### config.mk
export PLATFORM = sky130hd
export DESIGN_NAME = alu_mul_sequencer_flat
export DESIGN_NICKNAME = d
export VERILOG_FILES = /design/src/rtl/alu_mul_sequencer_if.sv /design/src/rtl/alu_mul_sequencer.sv /design/src/flat_wrapper.sv
export SDC_FILE = /design/constraint.sdc
export NUM_CORES = 1
export LEC_CHECK = 0
export CORE_MARGIN = 10
export CORE_UTILIZATION = 62
export CTS_CLUSTER_SIZE = 16
export DETAILED_ROUTE_END_ITERATION = 10
export DONT_BUFFER_PORTS = 1
export GPL_ROUTABILITY_DRIVEN = 0
export PLACE_DENSITY = 0.78
export SETUP_SLACK_MARGIN = 0.4
export SLEW_MARGIN = 5
export SYNTH_ARGS = -nofsm -noshare
export SYNTH_HDL_FRONTEND = slang
export SYNTH_SLANG_ARGS = --single-unit
### constraint.sdc
create_clock -name clk -period 3.94 [get_ports clk]
set_input_delay 0.985 -clock clk [delete_from_list [all_inputs] [get_ports clk]]
set_output_delay 0.985 -clock clk [all_outputs]
set_load 0.01 [all_outputs]
### src/rtl/alu_mul_sequencer_if.sv
// Bundle of signals between the EX stage, the shared 16-bit ALU and the multiply sequencer.
//   slave  : the sequencer side (takes EX traffic and ALU results, drives ALU operands/status)
//   master : the environment side (EX stage issuing work plus the ALU returning results)
// Signals:
//   start, mul_a, mul_b                    multiply request and operands
//   ex_ALU_control, ex_Bus_A, ex_Bus_B     EX-stage ALU traffic passed through when idle
//   ALU_out, zero                          result and zero flag returned by the ALU
//   ALU_control, Bus_A_ALU, Bus_B_ALU      control/operands presented to the ALU
//   stall, busy, done                      pipeline hold, run status, completion pulse
//   product, overflow                      held result of the last completed multiply
interface alu_mul_sequencer_if;
   logic        start;
   logic [15:0] mul_a;
   logic [15:0] mul_b;
   logic [3:0]  ex_ALU_control;
   logic [15:0] ex_Bus_A;
   logic [15:0] ex_Bus_B;
   logic [15:0] ALU_out;
   logic        zero;
   logic [3:0]  ALU_control;
   logic [15:0] Bus_A_ALU;
   logic [15:0] Bus_B_ALU;
   logic        stall;
   logic        busy;
   logic        done;
   logic [15:0] product;
   logic        overflow;

   modport slave (
      input  start, mul_a, mul_b, ex_ALU_control, ex_Bus_A, ex_Bus_B, ALU_out, zero,
      output ALU_control, Bus_A_ALU, Bus_B_ALU, stall, busy, done, product, overflow
   );

   modport master (
      output start, mul_a, mul_b, ex_ALU_control, ex_Bus_A, ex_Bus_B, ALU_out, zero,
      input  ALU_control, Bus_A_ALU, Bus_B_ALU, stall, busy, done, product, overflow
   );
endinterface

### src/rtl/alu_mul_sequencer.sv
// Multi-cycle unsigned 16x16 shift-add multiplier that borrows the EX-stage ALU.
// When idle the EX-stage control/operands pass straight through to the ALU. An accepted
// start takes over the ALU and walks ADD/SHL/SHR iterations until the remaining multiplier
// is zero, then publishes the low 16 bits of the product and a sticky overflow flag.
// Ports:
//   clk   : rising-edge clock
//   rst_n : asynchronous active-low reset, aborts any multiply in flight
//   bus   : alu_mul_sequencer_if.slave (request, passthrough, ALU return, status, result)
module alu_mul_sequencer #(
   parameter logic [3:0] OP_ADD = 4'b0000,
   parameter logic [3:0] OP_SLL = 4'b0110,
   parameter logic [3:0] OP_SRL = 4'b0111
) (
   input logic                  clk,
   input logic                  rst_n,
   alu_mul_sequencer_if.slave   bus
);

   localparam logic [2:0] StIdle = 3'd0;
   localparam logic [2:0] StAdd  = 3'd1;
   localparam logic [2:0] StShl  = 3'd2;
   localparam logic [2:0] StShr  = 3'd3;
   localparam logic [2:0] StDone = 3'd4;

   logic [2:0]  state_q, state_d;
   logic [15:0] acc_q, acc_d;
   logic [15:0] mcand_q, mcand_d;
   logic [15:0] mult_q, mult_d;
   logic [15:0] product_q, product_d;
   // Sticky flag accumulated during a run; only copied to the visible flag in StDone.
   logic        ovf_run_q, ovf_run_d;
   logic        overflow_q, overflow_d;

   always_ff @(posedge clk or negedge rst_n) begin
      if (!rst_n) begin
         state_q    <= StIdle;
         acc_q      <= '0;
         mcand_q    <= '0;
         mult_q     <= '0;
         product_q  <= '0;
         ovf_run_q  <= 1'b0;
         overflow_q <= 1'b0;
      end else begin
         state_q    <= state_d;
         acc_q      <= acc_d;
         mcand_q    <= mcand_d;
         mult_q     <= mult_d;
         product_q  <= product_d;
         ovf_run_q  <= ovf_run_d;
         overflow_q <= overflow_d;
      end
   end

   // Next-state and datapath updates.
   always_comb begin
      state_d    = state_q;
      acc_d      = acc_q;
      mcand_d    = mcand_q;
      mult_d     = mult_q;
      product_d  = product_q;
      ovf_run_d  = ovf_run_q;
      overflow_d = overflow_q;

      case (state_q)
         StIdle: begin
            if (bus.start) begin
               acc_d     = '0;
               mcand_d   = bus.mul_a;
               mult_d    = bus.mul_b;
               ovf_run_d = 1'b0;
               if (bus.mul_b == 16'd0) begin
                  state_d = StDone;
               end else if (bus.mul_b[0]) begin
                  state_d = StAdd;
               end else begin
                  state_d = StShl;
               end
            end
         end

         StAdd: begin
            acc_d = bus.ALU_out;
            // Unsigned sum smaller than an addend means it wrapped past 2^16.
            if (bus.ALU_out < acc_q) begin
               ovf_run_d = 1'b1;
            end
            state_d = StShl;
         end

         StShl: begin
            mcand_d = bus.ALU_out;
            // Losing a multiplicand bit matters only if more multiplier bits remain.
            if (mcand_q[15] && (mult_q[15:1] != 15'd0)) begin
               ovf_run_d = 1'b1;
            end
            state_d = StShr;
         end

         StShr: begin
            mult_d = bus.ALU_out;
            if (bus.zero) begin
               state_d = StDone;
            end else if (bus.ALU_out[0]) begin
               state_d = StAdd;
            end else begin
               state_d = StShl;
            end
         end

         StDone: begin
            product_d  = acc_q;
            overflow_d = ovf_run_q;
            state_d    = StIdle;
         end

         default: begin
            state_d = StIdle;
         end
      endcase
   end

   // ALU ownership: the sequencer drives the ALU only while iterating.
   always_comb begin
      bus.ALU_control = bus.ex_ALU_control;
      bus.Bus_A_ALU   = bus.ex_Bus_A;
      bus.Bus_B_ALU   = bus.ex_Bus_B;
      case (state_q)
         StAdd: begin
            bus.ALU_control = OP_ADD;
            bus.Bus_A_ALU   = acc_q;
            bus.Bus_B_ALU   = mcand_q;
         end
         StShl: begin
            bus.ALU_control = OP_SLL;
            bus.Bus_A_ALU   = mcand_q;
            bus.Bus_B_ALU   = '0;
         end
         StShr: begin
            bus.ALU_control = OP_SRL;
            bus.Bus_A_ALU   = mult_q;
            bus.Bus_B_ALU   = '0;
         end
         default: begin
         end
      endcase
   end

   logic busy_w;
   assign busy_w = (state_q == StAdd) || (state_q == StShl) || (state_q == StShr);

   assign bus.busy     = busy_w;
   assign bus.done     = (state_q == StDone);
   // Hold the issuing instruction from the accept cycle until the result is registered.
   assign bus.stall    = busy_w || ((state_q == StIdle) && bus.start) || (state_q == StDone);
   assign bus.product  = product_q;
   assign bus.overflow = overflow_q;

endmodule
### src/flat_wrapper.sv
// flat-port wrapper written by rule: the top's interface ports become plain ports
module alu_mul_sequencer_flat 
#(
   parameter logic [3:0] OP_ADD = 4'b0000,
   parameter logic [3:0] OP_SLL = 4'b0110,
   parameter logic [3:0] OP_SRL = 4'b0111
)
  (clk, rst_n, bus_start, bus_mul_a, bus_mul_b, bus_ex_ALU_control, bus_ex_Bus_A, bus_ex_Bus_B, bus_ALU_out, bus_zero, bus_ALU_control, bus_Bus_A_ALU, bus_Bus_B_ALU, bus_stall, bus_busy, bus_done, bus_product, bus_overflow);
  alu_mul_sequencer_if bus_i ();
  input logic clk;
  input logic rst_n;
  input wire logic [$bits(bus_i.start)-1:0] bus_start;
  input wire logic [$bits(bus_i.mul_a)-1:0] bus_mul_a;
  input wire logic [$bits(bus_i.mul_b)-1:0] bus_mul_b;
  input wire logic [$bits(bus_i.ex_ALU_control)-1:0] bus_ex_ALU_control;
  input wire logic [$bits(bus_i.ex_Bus_A)-1:0] bus_ex_Bus_A;
  input wire logic [$bits(bus_i.ex_Bus_B)-1:0] bus_ex_Bus_B;
  input wire logic [$bits(bus_i.ALU_out)-1:0] bus_ALU_out;
  input wire logic [$bits(bus_i.zero)-1:0] bus_zero;
  output wire logic [$bits(bus_i.ALU_control)-1:0] bus_ALU_control;
  output wire logic [$bits(bus_i.Bus_A_ALU)-1:0] bus_Bus_A_ALU;
  output wire logic [$bits(bus_i.Bus_B_ALU)-1:0] bus_Bus_B_ALU;
  output wire logic [$bits(bus_i.stall)-1:0] bus_stall;
  output wire logic [$bits(bus_i.busy)-1:0] bus_busy;
  output wire logic [$bits(bus_i.done)-1:0] bus_done;
  output wire logic [$bits(bus_i.product)-1:0] bus_product;
  output wire logic [$bits(bus_i.overflow)-1:0] bus_overflow;
  assign bus_i.start = bus_start;
  assign bus_i.mul_a = bus_mul_a;
  assign bus_i.mul_b = bus_mul_b;
  assign bus_i.ex_ALU_control = bus_ex_ALU_control;
  assign bus_i.ex_Bus_A = bus_ex_Bus_A;
  assign bus_i.ex_Bus_B = bus_ex_Bus_B;
  assign bus_i.ALU_out = bus_ALU_out;
  assign bus_i.zero = bus_zero;
  assign bus_ALU_control = bus_i.ALU_control;
  assign bus_Bus_A_ALU = bus_i.Bus_A_ALU;
  assign bus_Bus_B_ALU = bus_i.Bus_B_ALU;
  assign bus_stall = bus_i.stall;
  assign bus_busy = bus_i.busy;
  assign bus_done = bus_i.done;
  assign bus_product = bus_i.product;
  assign bus_overflow = bus_i.overflow;
  alu_mul_sequencer #(.OP_ADD(OP_ADD), .OP_SLL(OP_SLL), .OP_SRL(OP_SRL)) u_core (.clk(clk), .rst_n(rst_n), .bus(bus_i));
endmodule
==> impl_results.md <==
* Initial DRC count at 223
* RSZ-0062 raised after global routing: false
* Synth area leaders: sky130_fd_sc_hd__dfrtp_1 42%, sky130_fd_sc_hd__mux2i_1 12%, sky130_fd_sc_hd__a22o_1 6.7%
* Via count at 3283
* Vias in the first global route at 3228
* Number of H-tree levels at 3
* Data arrival time of the worst path at 2.24 ns
* Pleak at 1.93 nW
* Cells along the critical path: buf_4, nor2_1, or2_2, a22o_1
* TritonCTS clock tree: done
* Area of the core region at 6420 µm²
* IO Pins at 144
* Outcome: finished clean
* Flops & latches, synth at 69
* Insertion delay to the later sink of the worst-skew pair at 0.35 ns
* Cts repair resizes at 0
* Antenna violations before repair at 0
* Reg2reg path depth at 6
* Clock edge transition at the registers on the reported setup and hold paths at 0.08 ns
* GR Layer Usage met2 at 36.9%
* Portion of the post-synthesis area used by sequential elements at 41.5%
* Required time worst endpoint at 2.95 ns
* Number of sinks driven by the clock tree at 69
* Startpoint of the lowest-slack register-to-register path: u_core.state_q[2]$_DFFE_PN0N_
* Largest area contributor in the netlist: sky130_fd_sc_hd__dfrtp_1
* Number of antenna diodes at 0
* Fraction of layout cells with a size suffix above 1 at 11.2%
* Mean post-synth cell area at 9.56 µm²
* Actual transition at the worst max-transition pin at 0.897 ns
* Total length of routed wires at 12.1 mm
* Cell area power density at 885 nW/µm²
* Path class of the lowest-slack min-delay path: input port to asynchronous set/reset pin
* Final standard cell utilization of the core at 68.3%
* Time the worst path needs with I/O delays and setup at 3.23 ns
* Die extent in y at 102 µm
* Post-route DRC at 0
* Detailed Place HPWL at 9.42 mm
* Global routing usage on met1 at 27.3%
* Number of nets at the end of the flow at 528
* Clock buffers created by TritonCTS at 9
* Master cell of the clock root buffer: sky130_fd_sc_hd__clkbuf_8
* Number of antenna-violating nets in the routed design at 0
* Hold buffer count at CTS at 0
* Standard cell with the maximum stage delay on the critical path: sky130_fd_sc_hd__dfrtp_2
* Setup repair bufs after CTS at 0
* Row cnt at 29
* Die span in x at 102 µm
* Clk_skew at 0.00736 ns
* Grt peak-use layer: met2
* Sort of element at the start of the critical path: flop
* Final Slew Violations at 0
* Area added between synthesis and finish at 5.60%
* All-Layer GR Usage at 22.7%
* Yosys warning total at 0
* Number of optimization iterations in the first detailed-route pass at 4
* Max_cap viols at 0
* Synth Cell Area at 4160 µm²
* Largest vdd supply drop at 0.341 mV
* Origin of the worst setup path: u_core.state_q[1]$_DFFE_PN0N_
* Final setup TNS at 0 ns
* Kind of critical path: flop to output pin
* End point of the critical path: bus_Bus_B_ALU[7]
* Portion of synthesized cell area occupied by the leading cell type at 41.5%
* Post-Layout Inst Area at 4390 µm²
* Post-route fraction of the period consumed by the critical path at 82.0%
* Total cell area at the placement stage at 4180 µm²
* Most frequent standard cell in the layout excluding fill and tap cells: sky130_fd_sc_hd__dfrtp_1
* Overflow left after global routing at 0
* Number of port buffers at 0
* CTS max path bufs at 2
* Worst slew margin at 40.0%
* Most frequent cells in the layout: 68 x sky130_fd_sc_hd__dfrtp_1, 53 x sky130_fd_sc_hd__a21oi_1, 49 x sky130_fd_sc_hd__mux2i_1
* Initial cell density of the core at 64.7%
* Post-synth cell types at 36
* Post-synthesis instance total at 435
* Met3 Resource Use GR at 8.84%
* Critical Path End Type: output pin
* Reg2Reg Capture Point: u_core.acc_q[8]$_DFFE_PN0P_
* First-pass GRT wire length at 18.2 mm
* Mean number of vias per cell at 6.49
* Maximum clock frequency at 310 MHz
* Worst-path maximum fanout at 24
* Avg WL per Cell at 24.0 µm
* Die outline area at 10400 µm²
* Setup violations, final at 0
* Setup slack of the worst register-to-register path at 1.41 ns
* Design Power at 3.89 mW
* Synthesized netlist net count at 538
* Final hold violation count at 0
* Largest net degree at the start of global routing at 70
* Fill cell count at 508
* Largest stage delay on the critical path at 0.60 ns
critical path: cells and delay by family (launching register included):
| kind | cells | cell delay (ns) |
|---|---|---|
| buf+inv | 1 | 0.39 |
| flops | 1 | 0.60 |
| compound gates | 1 | 0.28 |
| simple gates | 2 | 0.61 |
power breakdown:
part | internal, mW | switching [mW]
logic | 0.748 | 1.12
registers | 1.04 | 0.357
clock network | 0.352 | 0.276
layout make-up:
type / instances / area (µm²) / area share, %
Multi-Input combinational cell: 317 / 2210 / 50.3
Sequential cell: 69 / 1730 / 39.4
Clock buffer: 9 / 124 / 2.82
Tap cell: 77 / 96.3 / 2.19
Clock inverter: 6 / 88.8 / 2.02
Timing Repair Buffer: 10 / 75.1 / 1.71
Inverter: 18 / 67.6 / 1.54
registers in the layout (all words and copies together) (netlist names):
signal and flops:
u_core.mcand_q 16, u_core.acc_q 16, u_core.ovf_run_q 1, u_core.bus.overflow 1
u_core.state_q 3, u_core.bus.product 16, u_core.mult_q 16
kinds of logic after synthesis:
logic type / share of synthesized area (%)
buffers and inverters: 5.36
and+or+nand+nor: 12.4
adders and majority gates: 4.52
AOI/OAI and AO/OA: 19.8
DFF: 41.5
muxes: 16.4
how the worst min path moves through the flow:
stage	slack (ns)	depth (start not counted)	to	startpoint
CTS	0.31	0	u_core.bus.product[14]$_DFFE_PN0P_	rst_n
global placement	0.55	1	u_core.acc_q[6]$_DFFE_PN0P_	u_core.acc_q[6]$_DFFE_PN0P_
floorplan	0.48	1	u_core.bus.overflow$_DFFE_PN0P_	u_core.ovf_run_q$_DFFE_PN0P_
detailed placement	0.55	1	u_core.acc_q[6]$_DFFE_PN0P_	u_core.acc_q[6]$_DFFE_PN0P_
global route	0.30	0	u_core.bus.product[10]$_DFFE_PN0P_	rst_n
finish	0.33	0	u_core.bus.product[14]$_DFFE_PN0P_	rst_n
synth_stat cells:
| library cell | instances |
|---|---|
| sky130_fd_sc_hd__nand4_1 | 3 |
| sky130_fd_sc_hd__nor3_4 | 1 |
| sky130_fd_sc_hd__clkbuf_1 | 18 |
| sky130_fd_sc_hd__buf_2 | 7 |
| sky130_fd_sc_hd__nand3_1 | 1 |
| sky130_fd_sc_hd__nor2b_1 | 18 |
| sky130_fd_sc_hd__buf_1 | 1 |
| sky130_fd_sc_hd__nand2_1 | 23 |
| sky130_fd_sc_hd__inv_1 | 18 |
| sky130_fd_sc_hd__dfrtp_1 | 69 |
| sky130_fd_sc_hd__o21ai_0 | 20 |
| sky130_fd_sc_hd__or2_2 | 1 |
| sky130_fd_sc_hd__and2_1 | 2 |
| sky130_fd_sc_hd__nor3_1 | 2 |
| sky130_fd_sc_hd__nand3b_1 | 2 |
| sky130_fd_sc_hd__a211oi_1 | 2 |
| sky130_fd_sc_hd__a22o_1 | 32 |
| sky130_fd_sc_hd__mux2i_1 | 49 |
| sky130_fd_sc_hd__a2111o_1 | 1 |
| sky130_fd_sc_hd__a21oi_1 | 53 |
| sky130_fd_sc_hd__nor2_4 | 1 |
| sky130_fd_sc_hd__a21o_1 | 4 |
| sky130_fd_sc_hd__nor2_1 | 38 |
| sky130_fd_sc_hd__o21ai_1 | 13 |
| sky130_fd_sc_hd__nor2_2 | 1 |
| sky130_fd_sc_hd__buf_4 | 2 |
| sky130_fd_sc_hd__and4_1 | 1 |
| sky130_fd_sc_hd__nor4_1 | 7 |
| sky130_fd_sc_hd__o211a_1 | 1 |
| sky130_fd_sc_hd__a221oi_1 | 3 |
| sky130_fd_sc_hd__nand2b_1 | 3 |
| sky130_fd_sc_hd__mux2_2 | 17 |
| sky130_fd_sc_hd__a31oi_1 | 2 |
| sky130_fd_sc_hd__buf_6 | 3 |
| sky130_fd_sc_hd__o211ai_1 | 1 |
| sky130_fd_sc_hd__ha_1 | 15 |
per-layer routing:
layer  routed length (µm)  part of all wire, %
met1                 4750                   39
met2                 5760                   47
met3                 1470                   12
met4                  149                  1.2
met5                    0                    0
per-stage QoR:
stage,hold WS (ns),setup WS [ns],instances
3_5_place_dp,0.549,1.10,491
5_1_grt,0.302,0.616,506
3_3_place_gp,0.549,1.15,491
6_report,0.325,0.710,506
4_1_cts,0.313,0.707,506
2_1_floorplan,0.480,1.40,435
No activity file was read; power rests on OpenSTA's default activity.
